[config.mk]
export PLATFORM = sky130hd
export DESIGN_NAME = imem_boot_loader
export DESIGN_NICKNAME = d
export VERILOG_FILES = /design/src/rtl/imem_boot_loader.sv
export SDC_FILE = /design/constraint.sdc
export NUM_CORES = 1
export LEC_CHECK = 0
export CAP_MARGIN = 10
export CORE_AREA = 2 2 64 126
export DETAILED_ROUTE_END_ITERATION = 6
export DIE_AREA = 0 0 66 128
export PLACE_DENSITY = 0.81
export SETUP_SLACK_MARGIN = 0.15
export SYNTH_ARGS = -nofsm -noshare
export SYNTH_HDL_FRONTEND = slang
export SYNTH_SLANG_ARGS = --single-unit
[constraint.sdc]
create_clock -name clk -period 2.3 [get_ports clk]
set_clock_uncertainty 0.05 [all_clocks]
set_input_delay 0.46 -clock clk [delete_from_list [all_inputs] [get_ports clk]]
set_output_delay 0.46 -clock clk [all_outputs]
set_load 0.01 [all_outputs]
[src/rtl/imem_boot_loader.sv]
// imem_boot_loader
// Boot-time loader and port controller for the single-cycle core's
// instruction memory. After reset the core is held stalled. A start
// request with a legal length opens a valid/ready stream. Each accepted
// word is written to consecutive word addresses starting at byte 0.
// When loading is complete, the memory address port is handed to the
// core's PC.
//
// Ports:
//   clk, rst_n   - rising-edge clock, asynchronous active-low reset
//   start        - one-cycle load request; load_len is sampled with it
//   load_len     - number of words to load (1..DEPTH)
//   s_valid      - stream handshake input
//   s_data       - stream word input
//   s_ready      - stream handshake output
//   cpu_pc       - fetch byte address from the PC register
//   cpu_stall    - holds the PC while the program is not yet runnable
//   mem_we       - instruction memory write enable
//   mem_addr     - instruction memory byte address
//   mem_wdata    - instruction memory write data
//   busy         - loader is in LOAD or FLUSH
//   done         - one-cycle pulse on entry to RUN
//   error        - sticky flag; the last start was rejected
module imem_boot_loader #(
  parameter int DATA_WIDTH = 32,
  parameter int ADD_WIDTH  = 32,
  parameter int DEPTH      = 128,
  parameter int LEN_WIDTH  = 8
) (
  input  logic                  clk,
  input  logic                  rst_n,
  input  logic                  start,
  input  logic [LEN_WIDTH-1:0]  load_len,
  input  logic                  s_valid,
  input  logic [DATA_WIDTH-1:0] s_data,
  output logic                  s_ready,
  input  logic [ADD_WIDTH-1:0]  cpu_pc,
  output logic                  cpu_stall,
  output logic                  mem_we,
  output logic [ADD_WIDTH-1:0]  mem_addr,
  output logic [DATA_WIDTH-1:0] mem_wdata,
  output logic                  busy,
  output logic                  done,
  output logic                  error
);

  typedef enum logic [1:0] {IDLE, LOAD, FLUSH, RUN} state_t;

  localparam logic [LEN_WIDTH-1:0] DEPTH_L = LEN_WIDTH'(DEPTH);
  localparam logic [LEN_WIDTH-1:0] ONE_L   = LEN_WIDTH'(1);

  state_t                state, state_next;
  logic [LEN_WIDTH-1:0]  len_q;
  logic [LEN_WIDTH-1:0]  count;
  logic [ADD_WIDTH-1:0]  wr_addr;
  logic [DATA_WIDTH-1:0] wr_data;
  logic                  we_q;
  logic                  done_q;
  logic                  error_q;

  logic                  hs;
  logic                  can_start;
  logic                  start_ok;
  logic                  start_bad;
  logic                  last_hs;

  // State register
  always_ff @(posedge clk or negedge rst_n) begin
    if (!rst_n) begin
      state <= IDLE;
    end else begin
      state <= state_next;
    end
  end

  // Next-state logic. Starts are honoured only in IDLE or RUN. A rejected
  // start leaves the state as it is, so a running core keeps running.
  always_comb begin
    hs         = (state == LOAD) && s_valid;
    can_start  = start && ((state == IDLE) || (state == RUN));
    start_ok   = can_start && (load_len != '0) && (load_len <= DEPTH_L);
    start_bad  = can_start && !start_ok;
    last_hs    = hs && (count == (len_q - ONE_L));
    state_next = state;
    case (state)
      IDLE:    if (start_ok) state_next = LOAD;
      LOAD:    if (last_hs)  state_next = FLUSH;
      FLUSH:   state_next = RUN;
      RUN:     if (start_ok) state_next = LOAD;
      default: state_next = IDLE;
    endcase
  end

  // Datapath. Each handshake is registered so the write reaches the
  // memory one cycle later. This is why a FLUSH cycle exists: it carries
  // the final write. done is registered from FLUSH because RUN is only
  // ever entered from FLUSH.
  always_ff @(posedge clk or negedge rst_n) begin
    if (!rst_n) begin
      len_q   <= '0;
      count   <= '0;
      wr_addr <= '0;
      wr_data <= '0;
      we_q    <= 1'b0;
      done_q  <= 1'b0;
      error_q <= 1'b0;
    end else begin
      we_q   <= hs;
      done_q <= (state == FLUSH);
      if (start_ok) begin
        len_q   <= load_len;
        count   <= '0;
        error_q <= 1'b0;
      end else if (start_bad) begin
        error_q <= 1'b1;
      end
      if (hs) begin
        wr_addr <= ADD_WIDTH'(count) << 2;
        wr_data <= s_data;
        count   <= count + ONE_L;
      end
    end
  end

  assign s_ready   = (state == LOAD);
  assign cpu_stall = (state != RUN);
  assign busy      = (state == LOAD) || (state == FLUSH);
  assign mem_we    = we_q;
  assign mem_addr  = (state == RUN) ? cpu_pc : wr_addr;
  assign mem_wdata = wr_data;
  assign done      = done_q;
  assign error     = error_q;

endmodule

==> PnR_summary.wiki, run 1 <==
{| class="wikitable"
! Metric !! Value
|-
| Max-cap violation count || 0
|-
| CTS HTree Levels || 3
|-
| Final count of hold timing violations || 0
|-
| Share of the clock period used by the worst path || 0.937
|-
| Total count of max-transition violations in the final report || 0
|-
| Number of unique standard cell types used by synthesis || 40
|-
| Worst min path class || in2async
|-
| CP Cell Sequence || inv_2 > ha_4 > or3b_4 > nor3_4 > xnor2_2 > o31ai_4 > nand4_1 > a32o_1
|-
| Largest voltage drop on the vdd net || between 0.5 and 0.6 mV
|-
| Clock-pin slew of the registers on the worst-case setup and hold paths || about 0.05 ns
|-
| Layout Area Growth over Synthesis || 65.4%
|-
| Global-route wire length before repair || 12.8 mm
|-
| Maximum number of pins on one net before global-route repair || 44
|-
| Data required time of the worst path || ~2.5 ns
|-
| Slowest library cell on the worst path || sky130_fd_sc_hd__dfrtp_1
|-
| Worst Path Arrival || ~2.3 ns
|-
| Post-cts hold buffer count || 0
|-
| Number of I/O pins || 146
|-
| Setup-violating endpoint count in the final report || 0
|-
| PortBufs || 145
|-
| Via density || 5.10
|-
| # rows || 45
|-
| Final layout net count || a little under 500
|-
| Overall die height || about 130 microns
|-
| Final-layout setup total negative slack || 0 ns
|-
| Antenna violations before repair || 0
|-
| Die Footprint || 8450 sq um
|-
| Status || complete, no violations
|-
| Sum of routed wire length over all layers || 8.04 mm
|-
| Normalized max-slew margin || 0.606
|-
| Most used cells in the layout excluding fill and tap cells || sky130_fd_sc_hd__clkdlybuf4s50_1, sky130_fd_sc_hd__dfrtp_1, sky130_fd_sc_hd__mux2_1
|-
| Placer Congestion || roughly 0.81
|-
| Net Count, Synth || around 330
|-
| Static leakage || around 2.3 nW
|-
| Largest stage delay on the critical path || approximately 0.42 ns
|-
| Core region area || around 7500 sq um
|-
| Maximum operating frequency || about 460 MHz
|-
| Cell class contributing the biggest share of worst-path delay || simple AND/OR/NAND/NOR gates
|-
| Starting DRT DRC Count || 48
|-
| CP Class || reg2reg
|-
| Total global routing track utilization || 0.199
|-
| Mean instance size in the synthesized netlist || roughly 12 sq um
|-
| Most frequent standard cell in the layout excluding fill and tap cells || sky130_fd_sc_hd__clkdlybuf4s50_1
|-
| Cell accounting for the most synthesized area || sky130_fd_sc_hd__dfrtp_1
|-
| Number of global-route vias before repair || 2741
|-
| Number of buffer and inverter stages on the critical path || 1
|-
| Post-Route Utilization || 0.651
|-
| RSZ-0062 raised after global routing || true
|-
| Post-synthesis instance area || approximately 3000 sq um
|-
| Post-detailed-route wirelength per cell || around 16 microns
|-
| Share of the synthesized area in the top cell type || 0.514
|-
| Number of routed nets with antenna violations || 0
|-
| Largest buffer count on any clock path || 2
|-
| Clock tree from TritonCTS || done
|-
| Async set-reset flop share out of synthesis || 1.00
|-
| Vias || approximately 2.6k
|-
| Synth warnings || 0
|-
| Fraction of layout instances using a drive strength above 1 || 0.134
|-
| Most common flop cell mapped by yosys || sky130_fd_sc_hd__dfrtp_1
|-
| Synthesized netlist cell count || between 200 and 250
|-
| Remaining global-route overflow || 0
|-
| CTS root buf || sky130_fd_sc_hd__clkbuf_16
|-
| DP Wirelength || between 5 and 6 mm
|-
| Clock sinks || 61
|-
| Number of synthesized register bits || slightly above 60
|-
| Total power divided by cell area || 610 nW/um^2
|-
| Critical Path Fanout Max || 4
|-
| Ant. Diodes || 0
|-
| Initial core utilization || 0.393
|-
| Total design power || around 3.0 mW
|-
| Die outline width || 66 microns
|-
| Endpoint type of the worst setup path || flop
|-
| Startpoint types || flop
|-
| Pre-Repair DR Iteration Count || 6
|-
| Insertion delay to the later sink of the worst-skew pair || ~0.32 ns
|-
| Total CTS buffers || 9
|-
| Number of enable-type register cells in the synthesized netlist || 0
|-
| Sequential cell area fraction in the yosys report || 0.514
|-
| Final routed DRC violation total || 0
|-
| Biggest area contributors in the synthesized netlist || sky130_fd_sc_hd__dfrtp_1, sky130_fd_sc_hd__mux2_1, sky130_fd_sc_hd__and2_1
|-
| Least-Margin Pin Slew || roughly 0.6 ns
|-
| Post-layout min period || around 2.2 ns
|}
==> cells in the mapped netlist, drive strengths merged, types with 2 or more instances <==
cell type,count
ha,6
clkbuf,9
o21ai,12
nand2,9
a31oi,3
a21o,2
a21oi,2
inv,8
nand2b,3
xnor2,5
and3,2
nand4,4
buf,5
nor2,7
and2,25
xor2,4
mux2,56
nand3,3
nor3,4
dfrtp,61
==> cell families (layout without fill, tap and decap cells) <==
| family | Yosys count | after routing | synth area share |
|---|---|---|---|
| flip-flops | 61 | 61 | 0.514 |
| XOR/XNOR | 9 | 9 | 0.0266 |
| AO/OA/AOI/OAI | 29 | 29 | 0.0704 |
| adder cells (fa/ha/maj) | 6 | 6 | 0.0253 |
| buffers and inverters | 22 | 185 | 0.0287 |
| AND/OR/NAND/NOR | 62 | 62 | 0.119 |
| multiplexers | 57 | 57 | 0.216 |
==> power breakdown <==
group | switching, mW | total, mW | leakage (nW) | internal, mW
Sequential | 0.0974 | 1.28 | 0.760 | 1.19
Combinational | 0.218 | 0.571 | 1.38 | 0.353
Clock | 0.418 | 1.14 | 0.125 | 0.724
Total | 0.733 | 3.00 | 2.26 | 2.26
==> registers in the layout (all words and copies together), names as in the netlist <==
signal and count:
len_q 8, count 8, error 1, state 2, mem_we 1, mem_wdata 32
done 1, wr_addr 8
==> layer usage <==
| layer | global-route usage | wire [microns] |
|---|---|---|
| met1 | 0.181 | 2440 |
| met2 | 0.389 | 4850 |
| met3 | 0.0632 | 592 |
| met4 | 0.0768 | 164 |
| met5 | 0 | 0 |
==> final cells by class <==
| type | count | area, sq um |
|---|---|---|
| clock inverters | 2 | 10.0 |
| clock buffers | 14 | 244 |
| flip-flops and latches | 61 | 1530 |
| repair buffers | 161 | 1570 |
| multi-input cells | 163 | 1410 |
| fillers | 611 | 2640 |
| well taps | 94 | 118 |
| inverters | 8 | 30.0 |
==> per-stage QoR <==
step / area (sq um) / setup slack, ns / instances / hold slack (ns)
2_1_floorplan: 2970 / 0.290 / 246 / 0.114
3_3_place_gp: 4560 / -0.0265 / 477 / 0.420
3_5_place_dp: 4560 / -0.0712 / 477 / 0.424
4_1_cts: 4850 / 0.155 / 498 / 0.104
5_1_grt: 4910 / 0.0531 / 503 / 0.136
6_report: 4910 / 0.144 / 503 / 0.0918
==> final timing paths <==
kind | from | end | slack (ns) | cells after the start
max reg2reg | len_q[1]$_DFFE_PN0P_ | state[1]$_DFFE_PN0P_ | 0.14 | 8
min reg2reg | mem_wdata[20]$_DFFE_PN0P_ | mem_wdata[20]$_DFFE_PN0P_ | 0.43 | 1
min | rst_n | mem_wdata[30]$_DFFE_PN0P_ | 0.09 | 1
max | len_q[1]$_DFFE_PN0P_ | state[1]$_DFFE_PN0P_ | 0.14 | 8
min in group clk | mem_wdata[20]$_DFFE_PN0P_ | mem_wdata[20]$_DFFE_PN0P_ | 0.43 | 1
max in group asynchronous | rst_n | len_q[0]$_DFFE_PN0P_ | 1.49 | 2
==> timing repair <==
action,4_1_cts,5_1_grt
setup endpoints to repair,36,17
pin swaps,1,6
gates resized for setup,55,15
cloned,1,1
setup buffers,4,4
==> worst reg2reg max path, stage by stage (launching register included) <==
cell and delay, ns:
sky130_fd_sc_hd__dfrtp_1 0.42, sky130_fd_sc_hd__inv_2 0.09, sky130_fd_sc_hd__ha_4 0.14, sky130_fd_sc_hd__or3b_4 0.39, sky130_fd_sc_hd__nor3_4 0.20, sky130_fd_sc_hd__xnor2_2 0.11, sky130_fd_sc_hd__o31ai_4 0.28, sky130_fd_sc_hd__nand4_1 0.12
sky130_fd_sc_hd__a32o_1 0.23
(Power assumes the default switching activity.)
==> run 2: changes to the inputs <==
--- a/config.mk
+++ b/config.mk
@@ -10,7 +10,7 @@
 export DETAILED_ROUTE_END_ITERATION = 6
 export DIE_AREA = 0 0 66 128
 export PLACE_DENSITY = 0.81
-export SETUP_SLACK_MARGIN = 0.15
+export SETUP_SLACK_MARGIN = 0.2
 export SYNTH_ARGS = -nofsm -noshare
 export SYNTH_HDL_FRONTEND = slang
 export SYNTH_SLANG_ARGS = --single-unit
==> PnR_summary.wiki, run 2 (synthesis gave the netlist of run 1 again) <==
{| class="wikitable"
! Metric !! Value
|-
| Number of I/O pins || 146 (unchanged)
|-
| Via density || 5.02 (-1.6%)
|-
| Vias || 2550 (-0.58%)
|-
| Max-cap violation count || 0 (unchanged)
|-
| Final layout net count || 491 (+1.0%)
|-
| Sum of routed wire length over all layers || 8.22 mm (+2.2%)
|-
| Startpoint of the worst register-to-register path || len_q[1]$_DFFE_PN0P_
|-
| Final count of hold timing violations || 0 (unchanged)
|-
| Number of global-route vias before repair || 2796 (+2.0%)
|-
| Minimum setup slack among reg-to-reg paths || 0.13 ns (about the same)
|-
| Total power divided by cell area || 611 nW/um^2 (+0.18%)
|-
| Post-place instance area || 4560 sq um (unchanged)
|-
| DP Wirelength || 5.97 mm (unchanged)
|-
| Die outline width || 66 microns (unchanged)
|-
| Final routed DRC violation total || 0 (unchanged)
|-
| CTS HTree Levels || 3 (unchanged)
|-
| Placer Congestion || 0.810 (unchanged)
|-
| Initial core utilization || 0.393 (unchanged)
|-
| Least-Margin Pin Slew || 0.587 ns (-0.00363 ns)
|-
| Clock sinks || 61 (unchanged)
|-
| Post-layout min period || 2.21 ns (+0.0583 ns)
|-
| FILL cells || 595 (-2.6%)
|-
| Core region area || 7540 sq um (unchanged)
|-
| Clock-pin slew of the registers on the worst-case setup and hold paths || 0.05 ns (about the same)
|-
| # rows || 45 (unchanged)
|-
| Pre-Repair DR Iteration Count || 4 (-2)
|-
| Total non-filler cell area in the finished layout || 4980 sq um (+1.5%)
|-
| Antenna violations before repair || 0 (unchanged)
|-
| Largest buffer count on any clock path || 2 (unchanged)
|-
| Global-route wire length before repair || 12.9 mm (+0.59%)
|-
| Post-detailed-route wirelength per cell || 16.2 microns (+1.2%)
|-
| Endpoint type of the worst setup path || output pin
|-
| Clock tree from TritonCTS || done
|-
| PortBufs || 145 (unchanged)
|-
| Status || complete, no violations
|-
| CP Cell Sequence || ha_4 > buf_6 > buf_12 > buf_6 > mux2_4 > buf_6
|-
| Data required time of the worst path || 1.79 ns (-0.67 ns)
|-
| Total CTS buffers || 9 (unchanged)
|-
| Maximum operating frequency || 452 MHz (-2.6%)
|-
| Total count of max-transition violations in the final report || 0 (unchanged)
|-
| Ant. Diodes || 0 (unchanged)
|-
| Worst min path class || in2async
|-
| Total global routing track utilization || 0.201 (+0.00217)
|-
| Largest stage delay on the critical path || 0.42 ns (about the same)
|-
| Fraction of layout instances using a drive strength above 1 || 0.210 (+0.0757)
|-
| Overall die height || 128 microns (unchanged)
|-
| CTS root buf || sky130_fd_sc_hd__clkbuf_16
|-
| Number of routed nets with antenna violations || 0 (unchanged)
|-
| Final-layout setup total negative slack || 0 ns (unchanged)
|-
| Worst Path Arrival || 1.70 ns (-0.61 ns)
|-
| Maximum number of pins on one net before global-route repair || 44 (unchanged)
|-
| Most used cells in the layout excluding fill and tap cells || sky130_fd_sc_hd__clkdlybuf4s50_1, sky130_fd_sc_hd__dfrtp_1, sky130_fd_sc_hd__mux2_1
|-
| Number of flip-flops in the largest register || 32 (unchanged)
|-
| Dominant cell type by count on the critical path || sky130_fd_sc_hd__buf_6
|-
| Slowest library cell on the worst path || sky130_fd_sc_hd__dfrtp_1
|-
| Most frequent standard cell in the layout excluding fill and tap cells || sky130_fd_sc_hd__clkdlybuf4s50_1
|-
| Startpoint types || flop
|-
| Critical Path Fanout Max || 5 (+1)
|-
| Setup-violating endpoint count in the final report || 0 (unchanged)
|-
| Largest voltage drop on the vdd net || 0.564 mV (+1.1%)
|-
| CP Class || reg2out
|-
| Normalized max-slew margin || 0.608 (+0.00242)
|-
| Share of the clock period used by the worst path || 0.963 (+0.0254)
|-
| Starting DRT DRC Count || 39 (-19%)
|-
| RSZ-0062 raised after global routing || true
|-
| Layout Area Growth over Synthesis || 67.8%
|-
| Insertion delay to the later sink of the worst-skew pair || 0.32 ns (about the same)
|-
| Worst R2R End || state[1]$_DFFE_PN0P_
|-
| Die Footprint || 8450 sq um (unchanged)
|-
| Static leakage || 2.22 nW (-1.9%)
|-
| Post-cts hold buffer count || 0 (unchanged)
|-
| Worst Reg2Reg Path Length in Cells || 8 (unchanged)
|-
| Remaining global-route overflow || 0 (unchanged)
|}
==> run 2: power by group <==
group / switching, mW / internal, mW
sequential: 0.101 / 1.19
clock: 0.418 / 0.724
combinational: 0.228 / 0.388
==> run 2: worst max-delay path by stage <==
| stage | end | slack (ns) | startpoint |
|---|---|---|---|
| finish | mem_addr[5] | 0.09 | state[1]$_DFFE_PN0P_ |
| global placement | len_q[4]$_DFFE_PN0P_ | -0.03 | load_len[2] |
| CTS | mem_addr[7] | 0.04 | state[1]$_DFFE_PN0P_ |
| floorplan | state[1]$_DFFE_PN0P_ | 0.29 | state[1]$_DFFE_PN0P_ |
| global route | mem_addr[5] | 0.04 | state[1]$_DFFE_PN0P_ |
| detailed placement | len_q[3]$_DFFE_PN0P_ | -0.07 | load_len[2] |
==> run 2: metrics by stage <==
| stage | power [mW] | hold slack [ns] | setup slack (ns) | std cells | utilization |
|---|---|---|---|---|---|
| detailed placement | 1.90 | 0.424 | -0.0712 | 477 | 0.604 |
| global placement | 1.88 | 0.420 | -0.0265 | 477 | 0.604 |
| CTS | 3.05 | 0.104 | 0.0420 | 501 | 0.649 |
| global route | 3.20 | 0.142 | 0.0401 | 508 | 0.660 |
| finish | 3.04 | 0.0938 | 0.0858 | 508 | 0.660 |
| floorplan | 1.52 | 0.114 | 0.290 | 246 | - |
==> run 2: worst max-delay path, delay by kind of cell (launching register included) <==
kind | cells | cell delay (ns)
flip-flops | 1 | 0.42
multiplexers | 1 | 0.29
buffers and inverters | 4 | 0.49
adder cells (fa/ha/maj) | 1 | 0.18
==> run 2: cell type report <==
cell class	count	area, sq um	area share
inverters	8	30.0	0.00603
repair buffers	166	1620	0.325
clock buffers	14	244	0.0490
clock inverters	2	10.0	0.00201
multi-input cells	163	1430	0.287
well taps	94	118	0.0236
flip-flops and latches	61	1530	0.307
==> run 2: what timing repair did <==
item,in CTS,in global routing
pin swaps,2,8
cloned,1,1
endpoints found under the hold margin,0,0
resized for setup,83,56
endpoints found under the setup margin,37,43
setup buffers,7,6
==> run 2: routing by layer <==
layer / GRT usage / vias to the layer above / wire [microns]
li1: - / 1188 / -
met1: 0.177 / 1240 / 2510
met2: 0.399 / 110 / 4990
met3: 0.0632 / 12 / 555
met4: 0.0768 / 0 / 165
met5: 0 / - / 0
